[src/rtl/lcd_char_receiver.sv]
`default_nettype none
// ============================================================================
// Module      : lcd_char_receiver
// Description : Receiving end of a character-LCD byte stream. Bytes sampled
//               while lcd_enable is high are decoded as printable characters
//               (written at the cursor) or control codes (CR, LF, BS, FF).
//               A ROWS x COLS buffer is cleared by a one-cell-per-clock sweep
//               after reset and on form feed. Burst and drop statistics are
//               reported.
// Ports       : clk, reset      - clock, async active-high reset
//               lcd_data        - byte from the LCD driver
//               lcd_enable      - level strobe, one byte per clock while high
//               rd_addr/rd_data - registered read port (row*COLS+col)
//               cur_row/cur_col - hardware cursor
//               busy            - clear sweep in progress
//               burst_done      - one-cycle pulse after an enable burst ends
//               burst_len       - bytes in last/current burst (saturating)
//               drop_count      - bytes dropped while busy (saturating)
// Revision    : 1.0 - initial release
// ============================================================================
module lcd_char_receiver #(
  parameter int          COLS  = 16,
  parameter int          ROWS  = 2,
  parameter logic [7:0]  BLANK = 8'h20,
  localparam int DEPTH = ROWS * COLS,
  localparam int AW    = $clog2(DEPTH),
  localparam int RW    = (ROWS > 1) ? $clog2(ROWS) : 1,
  localparam int CW    = $clog2(COLS)
) (
  input  logic          clk,
  input  logic          reset,
  input  logic [7:0]    lcd_data,
  input  logic          lcd_enable,
  input  logic [AW-1:0] rd_addr,
  output logic [7:0]    rd_data,
  output logic [RW-1:0] cur_row,
  output logic [CW-1:0] cur_col,
  output logic          busy,
  output logic          burst_done,
  output logic [7:0]    burst_len,
  output logic [7:0]    drop_count
);

  localparam logic [AW-1:0] LAST_ADDR = AW'(DEPTH - 1);
  localparam logic [CW-1:0] LAST_COL  = CW'(COLS - 1);

  typedef enum logic [0:0] {
    ST_IDLE  = 1'b0,
    ST_SWEEP = 1'b1
  } state_t;

  state_t          state, state_nxt;
  logic [AW-1:0]   sweep_addr, sweep_addr_nxt;
  logic [RW-1:0]   row, row_nxt, row_inc;
  logic [CW-1:0]   col, col_nxt;
  logic [AW-1:0]   cell_addr;
  logic            we;
  logic [AW-1:0]   waddr;
  logic [7:0]      wdata;
  logic            prev_en;
  logic            is_printable;

  logic [7:0]      mem [DEPTH];

  // With a single row the row index is constant zero and the cell address
  // is just the column.
  generate
    if (ROWS > 1) begin : g_multi_row
      assign cell_addr = {row, col};
      assign row_inc   = row + 1'b1;
    end else begin : g_single_row
      assign cell_addr = AW'(col);
      assign row_inc   = '0;
    end
  endgenerate

  assign is_printable = (lcd_data >= 8'h20) && (lcd_data <= 8'h7E);
  assign busy         = (state == ST_SWEEP);
  assign cur_row      = row;
  assign cur_col      = col;

  // --------------------------------------------------------------------------
  // Control FSM: state, sweep pointer and cursor
  // --------------------------------------------------------------------------
  always_ff @(posedge clk or posedge reset) begin
    if (reset) begin
      state      <= ST_SWEEP;
      sweep_addr <= '0;
      row        <= '0;
      col        <= '0;
    end else begin
      state      <= state_nxt;
      sweep_addr <= sweep_addr_nxt;
      row        <= row_nxt;
      col        <= col_nxt;
    end
  end

  always_comb begin
    state_nxt      = state;
    sweep_addr_nxt = sweep_addr;
    row_nxt        = row;
    col_nxt        = col;
    we             = 1'b0;
    waddr          = cell_addr;
    wdata          = lcd_data;
    if (state == ST_SWEEP) begin
      // Incoming bytes are ignored here; they only feed the drop counter.
      we             = 1'b1;
      waddr          = sweep_addr;
      wdata          = BLANK;
      sweep_addr_nxt = sweep_addr + 1'b1;
      if (sweep_addr == LAST_ADDR) begin
        state_nxt = ST_IDLE;
      end
    end else if (lcd_enable) begin
      if (is_printable) begin
        we = 1'b1;
        if (col == LAST_COL) begin
          col_nxt = '0;
          row_nxt = row_inc;
        end else begin
          col_nxt = col + 1'b1;
        end
      end else begin
        case (lcd_data)
          8'h0D: col_nxt = '0;
          8'h0A: row_nxt = row_inc;
          8'h08: if (col != '0) col_nxt = col - 1'b1;
          8'h0C: begin
            row_nxt        = '0;
            col_nxt        = '0;
            sweep_addr_nxt = '0;
            state_nxt      = ST_SWEEP;
          end
          default: ;
        endcase
      end
    end
  end

  // --------------------------------------------------------------------------
  // Display buffer: single write port, registered read-before-write port
  // --------------------------------------------------------------------------
  always_ff @(posedge clk) begin
    if (we) begin
      mem[waddr] <= wdata;
    end
  end

  always_ff @(posedge clk or posedge reset) begin
    if (reset) begin
      rd_data <= 8'h00;
    end else begin
      rd_data <= mem[rd_addr];
    end
  end

  // --------------------------------------------------------------------------
  // Burst and drop statistics; every sampled byte counts, decoded or not
  // --------------------------------------------------------------------------
  always_ff @(posedge clk or posedge reset) begin
    if (reset) begin
      prev_en    <= 1'b0;
      burst_done <= 1'b0;
      burst_len  <= 8'h00;
      drop_count <= 8'h00;
    end else begin
      prev_en    <= lcd_enable;
      burst_done <= !lcd_enable && prev_en;
      if (lcd_enable) begin
        if (!prev_en) begin
          burst_len <= 8'd1;
        end else if (burst_len != 8'hFF) begin
          burst_len <= burst_len + 8'd1;
        end
        if (busy && (drop_count != 8'hFF)) begin
          drop_count <= drop_count + 8'd1;
        end
      end
    end
  end

endmodule
`default_nettype wire

[config.mk]
export PLATFORM = sky130hd
export DESIGN_NAME = lcd_char_receiver
export DESIGN_NICKNAME = d
export VERILOG_FILES = /design/src/rtl/lcd_char_receiver.sv
export SDC_FILE = /design/constraint.sdc
export NUM_CORES = 1
export LEC_CHECK = 0
export BUFFER_PORTS_ARGS = -buffer_cell sky130_fd_sc_hd__buf_2
export CORE_ASPECT_RATIO = 1.75
export CORE_UTILIZATION = 50
export DETAILED_ROUTE_END_ITERATION = 8
export PLACE_DENSITY = 0.76
export SYNTH_ARGS = -nofsm -noshare
export SYNTH_HDL_FRONTEND = slang
export SYNTH_SLANG_ARGS = --single-unit
[constraint.sdc]
create_clock -name clk -period 7.2 [get_ports clk]
set_input_delay 1.8 -clock clk [delete_from_list [all_inputs] [get_ports clk]]
set_output_delay 1.8 -clock clk [all_outputs]
set_load 0.05 [all_outputs]
==> results of run 1 <==
[where the power goes]
part	internal [mW]	total, mW	switching (mW)
combinational	0.150	0.485	0.334
clock	0.749	1.33	0.578
sequential	1.92	1.99	0.0643
total	2.82	3.80	0.976
[sequential cells by signal (all words and copies together), names as in the netlist]
signal	cells
cur_col	4
prev_en	1
busy	1
mem	256
burst_len	8
rd_data	8
drop_count	8
sweep_addr	5
burst_done	1
cur_row	1
[layout make-up]
type                    instances  area share
clock buffers                  37      0.0530
well taps                     304      0.0288
inverters                      12     0.00341
multi-input cells             274       0.232
clock inverters                 8     0.00748
flip-flops and latches        293       0.652
repair buffers                 57      0.0241
[how the worst max path moves through the flow]
stage | from | endpoint | slack, ns | cells past startpoint
6_report | rd_addr[0] | rd_data[3]$_DFF_PP0_ | 3.17 | 5
5_1_grt | rd_addr[0] | rd_data[3]$_DFF_PP0_ | 3.00 | 5
4_1_cts | rd_addr[0] | rd_data[3]$_DFF_PP0_ | 3.10 | 5
3_5_place_dp | rd_addr[0] | rd_data[3]$_DFF_PP0_ | 2.59 | 5
3_3_place_gp | rd_addr[0] | rd_data[3]$_DFF_PP0_ | 2.64 | 5
2_1_floorplan | lcd_enable | mem[15][0]$_DFFE_PP_ | 3.55 | 6
[per-layer routing]
metal | GRT usage | routed length [um]
met1 | 0.252 | 9040
met2 | 0.432 | 14800
met3 | 0.0303 | 1470
met4 | 0.111 | 1200
met5 | 0 | 0
[layout by cell type, fill, tap and decap left out, types with 6 or more instances in the layout]
| cell | count |
|---|---|
| nor2b_2 | 6 |
| dfrtp_1 | 36 |
| clkbuf_16 | 25 |
| inv_1 | 12 |
| nor3_1 | 11 |
| a21oi_1 | 7 |
| o21ai_0 | 17 |
| buf_2 | 45 |
| clkbuf_1 | 9 |
| nor3_2 | 10 |
| mux4_2 | 80 |
| ha_1 | 7 |
| and3_1 | 7 |
| buf_4 | 11 |
| xnor2_1 | 7 |
| nor2_1 | 28 |
| edfxtp_1 | 256 |
| nand3_1 | 12 |
| mux2_2 | 10 |
| nand2_1 | 22 |
[stage by stage]
| stage | hold slack [ns] | cell area [sq um] | setup slack, ns | power [mW] | std cells |
|---|---|---|---|---|---|
| detailed placement | 0.502 | 12400 | 2.59 | 2.50 | 939 |
| finish | 0.508 | 13200 | 3.17 | 3.80 | 985 |
| global placement | 0.479 | 12400 | 2.64 | 2.48 | 939 |
| CTS | 0.516 | 13200 | 3.10 | 3.81 | 984 |
| global route | 0.529 | 13200 | 3.00 | 3.91 | 985 |
| floorplan | 0.493 | 11800 | 3.55 | 2.35 | 606 |
[Yosys cell counts, types with 10 or more instances]
| master | n |
|---|---|
| o21ai_0 | 17 |
| nor2_1 | 29 |
| edfxtp_1 | 256 |
| inv_1 | 12 |
| dfrtp_1 | 36 |
| mux4_2 | 80 |
| mux2_2 | 10 |
| nor3_1 | 21 |
| nand3_1 | 12 |
| clkbuf_1 | 11 |
| nand2_1 | 22 |
[cell families (layout without fill, tap and decap cells)]
group | Yosys count | count (layout) | synth area share
AND/OR/NAND/NOR | 117 | 117 | 0.0489
flip-flops | 293 | 293 | 0.731
buffers and inverters | 39 | 114 | 0.0151
AO/OA/AOI/OAI | 49 | 49 | 0.0272
XOR/XNOR | 11 | 11 | 0.00817
multiplexers | 90 | 90 | 0.162
adder cells (fa/ha/maj) | 7 | 7 | 0.00743
==> flow_summary.yaml, run 1 <==
placement:
  dp_hpwl_mm: 17.0
  portBuffers: 46
  gp_congestion: 0.871
timing:
  relSlewSlack: 0.0735
  fmax_ghz: 0.248
  tightest_slew_ns: 1.38
  setup_viol: 0
  fin_setup_tns_ns: 0
  drv_slew: 0
  finalCritPeriodShare: 0.560
  layout_min_cycle_time_ns: 4.03
  fin_skew_ns: 0.0179
  final_hold_viol_count: 0
  rsz0062_at_grt: "no"
route:
  drc_errors: 0
  viasPerCell: 6.19
  ant_nets: 0
  wl_per_cell_um: 26.9
  drt-total-wl_mm: 26.5
  num_vias: 6097
  drtIter0Drc: 661
  firstDrtPassIters: 5
global_routing:
  grt_pass1_wl_mm: 40.1
  grt.overflow.total: 0
  grt_max_degree: 41
  grt_pass1_vias: 6539
  grt_usage: 0.229
  antenna_found_initial: 0
power:
  p_leak_nw: 4.40
  peakVddDrop_v: 0.000251
  power_density_mw_per_mm2: 287
final_layout:
  seqCellArea_sq_mm: 0.00861
  nets: 686
  area_delta_synth_final_pct: 12.2
  drive_gt1_frac: 0.298
  fin_util: 0.569
  antennaDiodeCount: 0
  n_fill_cell: 1658
  multi_input_area_sq_mm: 0.00306
clock_network:
  numCtsBuffers: 25
  cts_sinks: 293
  cts_htree_levels: 1
  cts_root_buf: "clkbuf_16"
  cts-resized-gates: 0
  insertion_delay_ns: 0.52
  ctsHoldBuffers: 0
  tritoncts: "done"
  clk_pin_slew_ns: 0.06
  cts_setup_buffers: 0
  cts_buffer_depth: 3
critical_path:
  endpoint_kind: "flop"
  crit_path_max_incr_delay_ns: 0.62
  worst-setup-path-type: "in2reg"
  path_cells: "buf_4, buf_4, mux4_2, mux4_2, mux2_2"
  worst-path-buf-inv: 2
  cpLargestDelayFamily: "multiplexers"
  critPathSlowestCell: "buf_4"
  cp.required_ns: 7.60
  r2r-end: "mem[28][1]$_DFFE_PP_"
  start_kind: "input port"
  crit_fanout: 40
  reg2reg_depth: 4
  arrival_ns: 4.43
  r2r-start: "busy$_DFF_PP1_"
  r2r_setup_slack_ns: 3.84
logic_synthesis:
  synth_enable_flop_cells: 256
  syn_area_per_cell_sq_um: 19.5
  synthFlopType: "edfxtp_1"
  async_flop_share: 0.126
  synth-seq-area-share: 0.731
  ys_types: 45
  yosys.area.top_type_share: 0.652
  synthTopCellsByArea: "edfxtp_1 (65%), mux4_2 (15%), dfrtp_1 (7.6%)"
  postSynthNetCount: 629
  synth-warning-count: 0
  synthCells: 606
  yosysTopAreaCell: "edfxtp_1"
  ys_seq_elements: 293
  syn_area_sq_mm: 0.0118
floorplanning:
  io_pins: 47
  core_sq_mm: 0.0232
  die_area_sq_mm: 0.0242
  fp-row-count: 74
  start_util: 0.507
  die_y_um: 205
  fp.dieW_um: 118
worst_hold_path:
  holdPathEnd: "drop_count[7]$_DFFE_PP0P_"
  min_from: "drop_count[7]$_DFFE_PP0P_"
  min_path_type: "reg2reg"
  holdPathStages: 1
flow_run:
  max_cap_violations: 0
run_status:
  status: "completed"
Power figures use the tool's default switching activity.
==> inputs of run 2 (changes only) <==
--- a/config.mk
+++ b/config.mk
@@ -9,7 +9,7 @@
 export CORE_ASPECT_RATIO = 1.75
 export CORE_UTILIZATION = 50
 export DETAILED_ROUTE_END_ITERATION = 8
-export PLACE_DENSITY = 0.76
+export PLACE_DENSITY = 0.78
 export SYNTH_ARGS = -nofsm -noshare
 export SYNTH_HDL_FRONTEND = slang
 export SYNTH_SLANG_ARGS = --single-unit
==> constraint.sdc (replaced) <==
create_clock -name clk -period 3.5 [get_ports clk]
set_input_delay 0.875 -clock clk [delete_from_list [all_inputs] [get_ports clk]]
set_output_delay 0.875 -clock clk [all_outputs]
set_load 0.05 [all_outputs]
==> run 2 against run 1 <==
  * Flip-flop and latch count stayed put
  * Critical path depth stayed put
  * Combinational power is 110% higher
  * Count of clock-buffer cells in the layout is 9 lower
  * Die area stayed put
  * Global-route usage is 0.96 points lower
  * Utilization is 0.97 points higher
  * Clock skew is 0.0074 ns lower
  * Non-clock buffer count is 36 higher
  * Total power is 100% higher
  * Routed wire length is 3.1% lower
  * First-iteration DRC count is 21% lower
  * Largest power group unchanged
==> flow_summary.yaml, run 2 (synthesis gave the netlist of run 1 again) <==
clock_network:
  cts_root_buf: "clkbuf_16"
  insertion_delay_ns: 0.52
  ctsHoldBuffers: 0
  clk_pin_slew_ns: 0.07
  numCtsBuffers: 24
  tritoncts: "done"
  cts-resized-gates: 0
  cts_setup_buffers: 0
  cts_htree_levels: 1
  cts_sinks: 293
  cts_buffer_depth: 3
critical_path:
  reg2reg_depth: 5
  endpoint_kind: "flop"
  cp.required_ns: 3.73
  arrival_ns: 2.99
  worst-setup-path-type: "reg2reg"
  crit_fanout: 32
  start_kind: "flop"
floorplanning:
  die_y_um: 205
  die_area_sq_mm: 0.0242
  fp-row-count: 74
  start_util: 0.507
  core_sq_mm: 0.0232
  io_pins: 47
  fp.dieW_um: 118
final_layout:
  antennaDiodeCount: 0
  mostFrequentLayoutCells: "edfxtp_1 (256), mux4_2 (80), buf_2 (45), buf_4 (45), dfrtp_1 (36)"
  nets: 721
  regMostFlops: "mem"
  fin_util: 0.579
  largest_reg_flops: 256
  final_common_cell: "edfxtp_1"
  drive_gt1_frac: 0.325
  area_delta_synth_final_pct: 14.1
route:
  wl_per_cell_um: 25.2
  viasPerCell: 6.12
  drc_errors: 0
  ant_nets: 0
  drt-total-wl_mm: 25.7
  num_vias: 6246
  firstDrtPassIters: 5
  drtIter0Drc: 523
timing:
  fin_skew_ns: 0.0106
  fmax_ghz: 0.362
  setup_viol: 0
  drv_slew: 0
  layout_setup_ws_ns: 0.741
  layout_min_cycle_time_ns: 2.76
  finalCritPeriodShare: 0.788
  tightest_slew_ns: 1.10
  relSlewSlack: 0.267
  rsz0062_at_grt: "no"
  final_hold_viol_count: 0
  fin_setup_tns_ns: 0
global_routing:
  grt_usage: 0.219
  grt_pass1_wl_mm: 38.8
  antenna_found_initial: 0
  grt.overflow.total: 0
  grt_max_degree: 65
  grt_pass1_vias: 6363
power:
  total_power_mw: 7.73
  p_leak_nw: 4.59
  power_density_mw_per_mm2: 574
  peakVddDrop_v: 0.000507
placement:
  gp_congestion: 0.902
  post-place-ws_ns: 0.486
  portBuffers: 46
  dp_hpwl_mm: 16.8
flow_run:
  max_cap_violations: 0
worst_hold_path:
  min_path_type: "in2async"
run_status:
  status: "completed"
[run 2: changes by cell type in the layout (fill, tap and decap cells not counted), moves of 2 or more]
| cell | before | now |
|---|---|---|
| nor3_2 | 10 | 0 |
| clkinv_2 | 2 | 6 |
| buf_12 | 0 | 3 |
| clkinvlp_4 | 1 | 3 |
| buf_4 | 11 | 45 |
| clkbuf_1 | 9 | 1 |
| clkinv_1 | 1 | 4 |
| nor3_1 | 11 | 21 |
[run 2: area by class of cell]
type                            count  area, sq um
Timing Repair Buffer               93          623
Clock buffer                       28          657
Tap cell                          304          380
Clock inverter                     16          115
Fill cell                        1659         9790
Sequential cell                   293         8610
Multi-Input combinational cell    274         3010
Inverter                           12         45.0
[run 2: routing by layer]
layer | global-route usage | wire, um
met5 | 0 | 0
met4 | 0.0760 | 766
met3 | 0.0228 | 1720
met2 | 0.405 | 14100
met1 | 0.267 | 9080
[run 2: worst paths after layout]
| check | from | end | slack (ns) |
|---|---|---|---|
| hold reg to reg | drop_count[7]$_DFFE_PP0P_ | drop_count[7]$_DFFE_PP0P_ | 0.51 |
| hold / removal | reset | sweep_addr[3]$_DFFE_PP0P_ | 0.46 |
| min in group clk | drop_count[7]$_DFFE_PP0P_ | drop_count[7]$_DFFE_PP0P_ | 0.51 |
| setup / recovery | busy$_DFF_PP1_ | mem[24][4]$_DFFE_PP_ | 0.74 |
| max in group asynchronous | reset | drop_count[6]$_DFFE_PP0P_ | 2.66 |
| setup reg to reg | busy$_DFF_PP1_ | mem[24][4]$_DFFE_PP_ | 0.74 |
[run 2: report_power, final]
| part | leakage (nW) | internal, mW | switching (mW) |
|---|---|---|---|
| Combinational | 1.44 | 0.343 | 0.683 |
| Clock | 0.377 | 1.43 | 1.19 |
| Sequential | 2.77 | 3.95 | 0.132 |
| Total | 4.59 | 5.72 | 2.00 |
[run 2: per-stage QoR]
| stage | hold slack, ns | cells | instance area [sq um] |
|---|---|---|---|
| 6_report | 0.464 | 1020 | 13400 |
| 5_1_grt | 0.510 | 1020 | 13400 |
| 4_1_cts | 0.483 | 1020 | 13400 |
| 3_5_place_dp | 0.490 | 976 | 12700 |
| 3_3_place_gp | 0.491 | 976 | 12700 |
| 2_1_floorplan | 0.493 | 606 | 11800 |
[run 2: worst max-delay path: stages (launching register included)]
cell	delay (ns)
dfstp_2	0.93
inv_1	0.28
a21oi_1	0.36
nand2b_1	0.20
nor2_1	0.44
buf_4	0.25
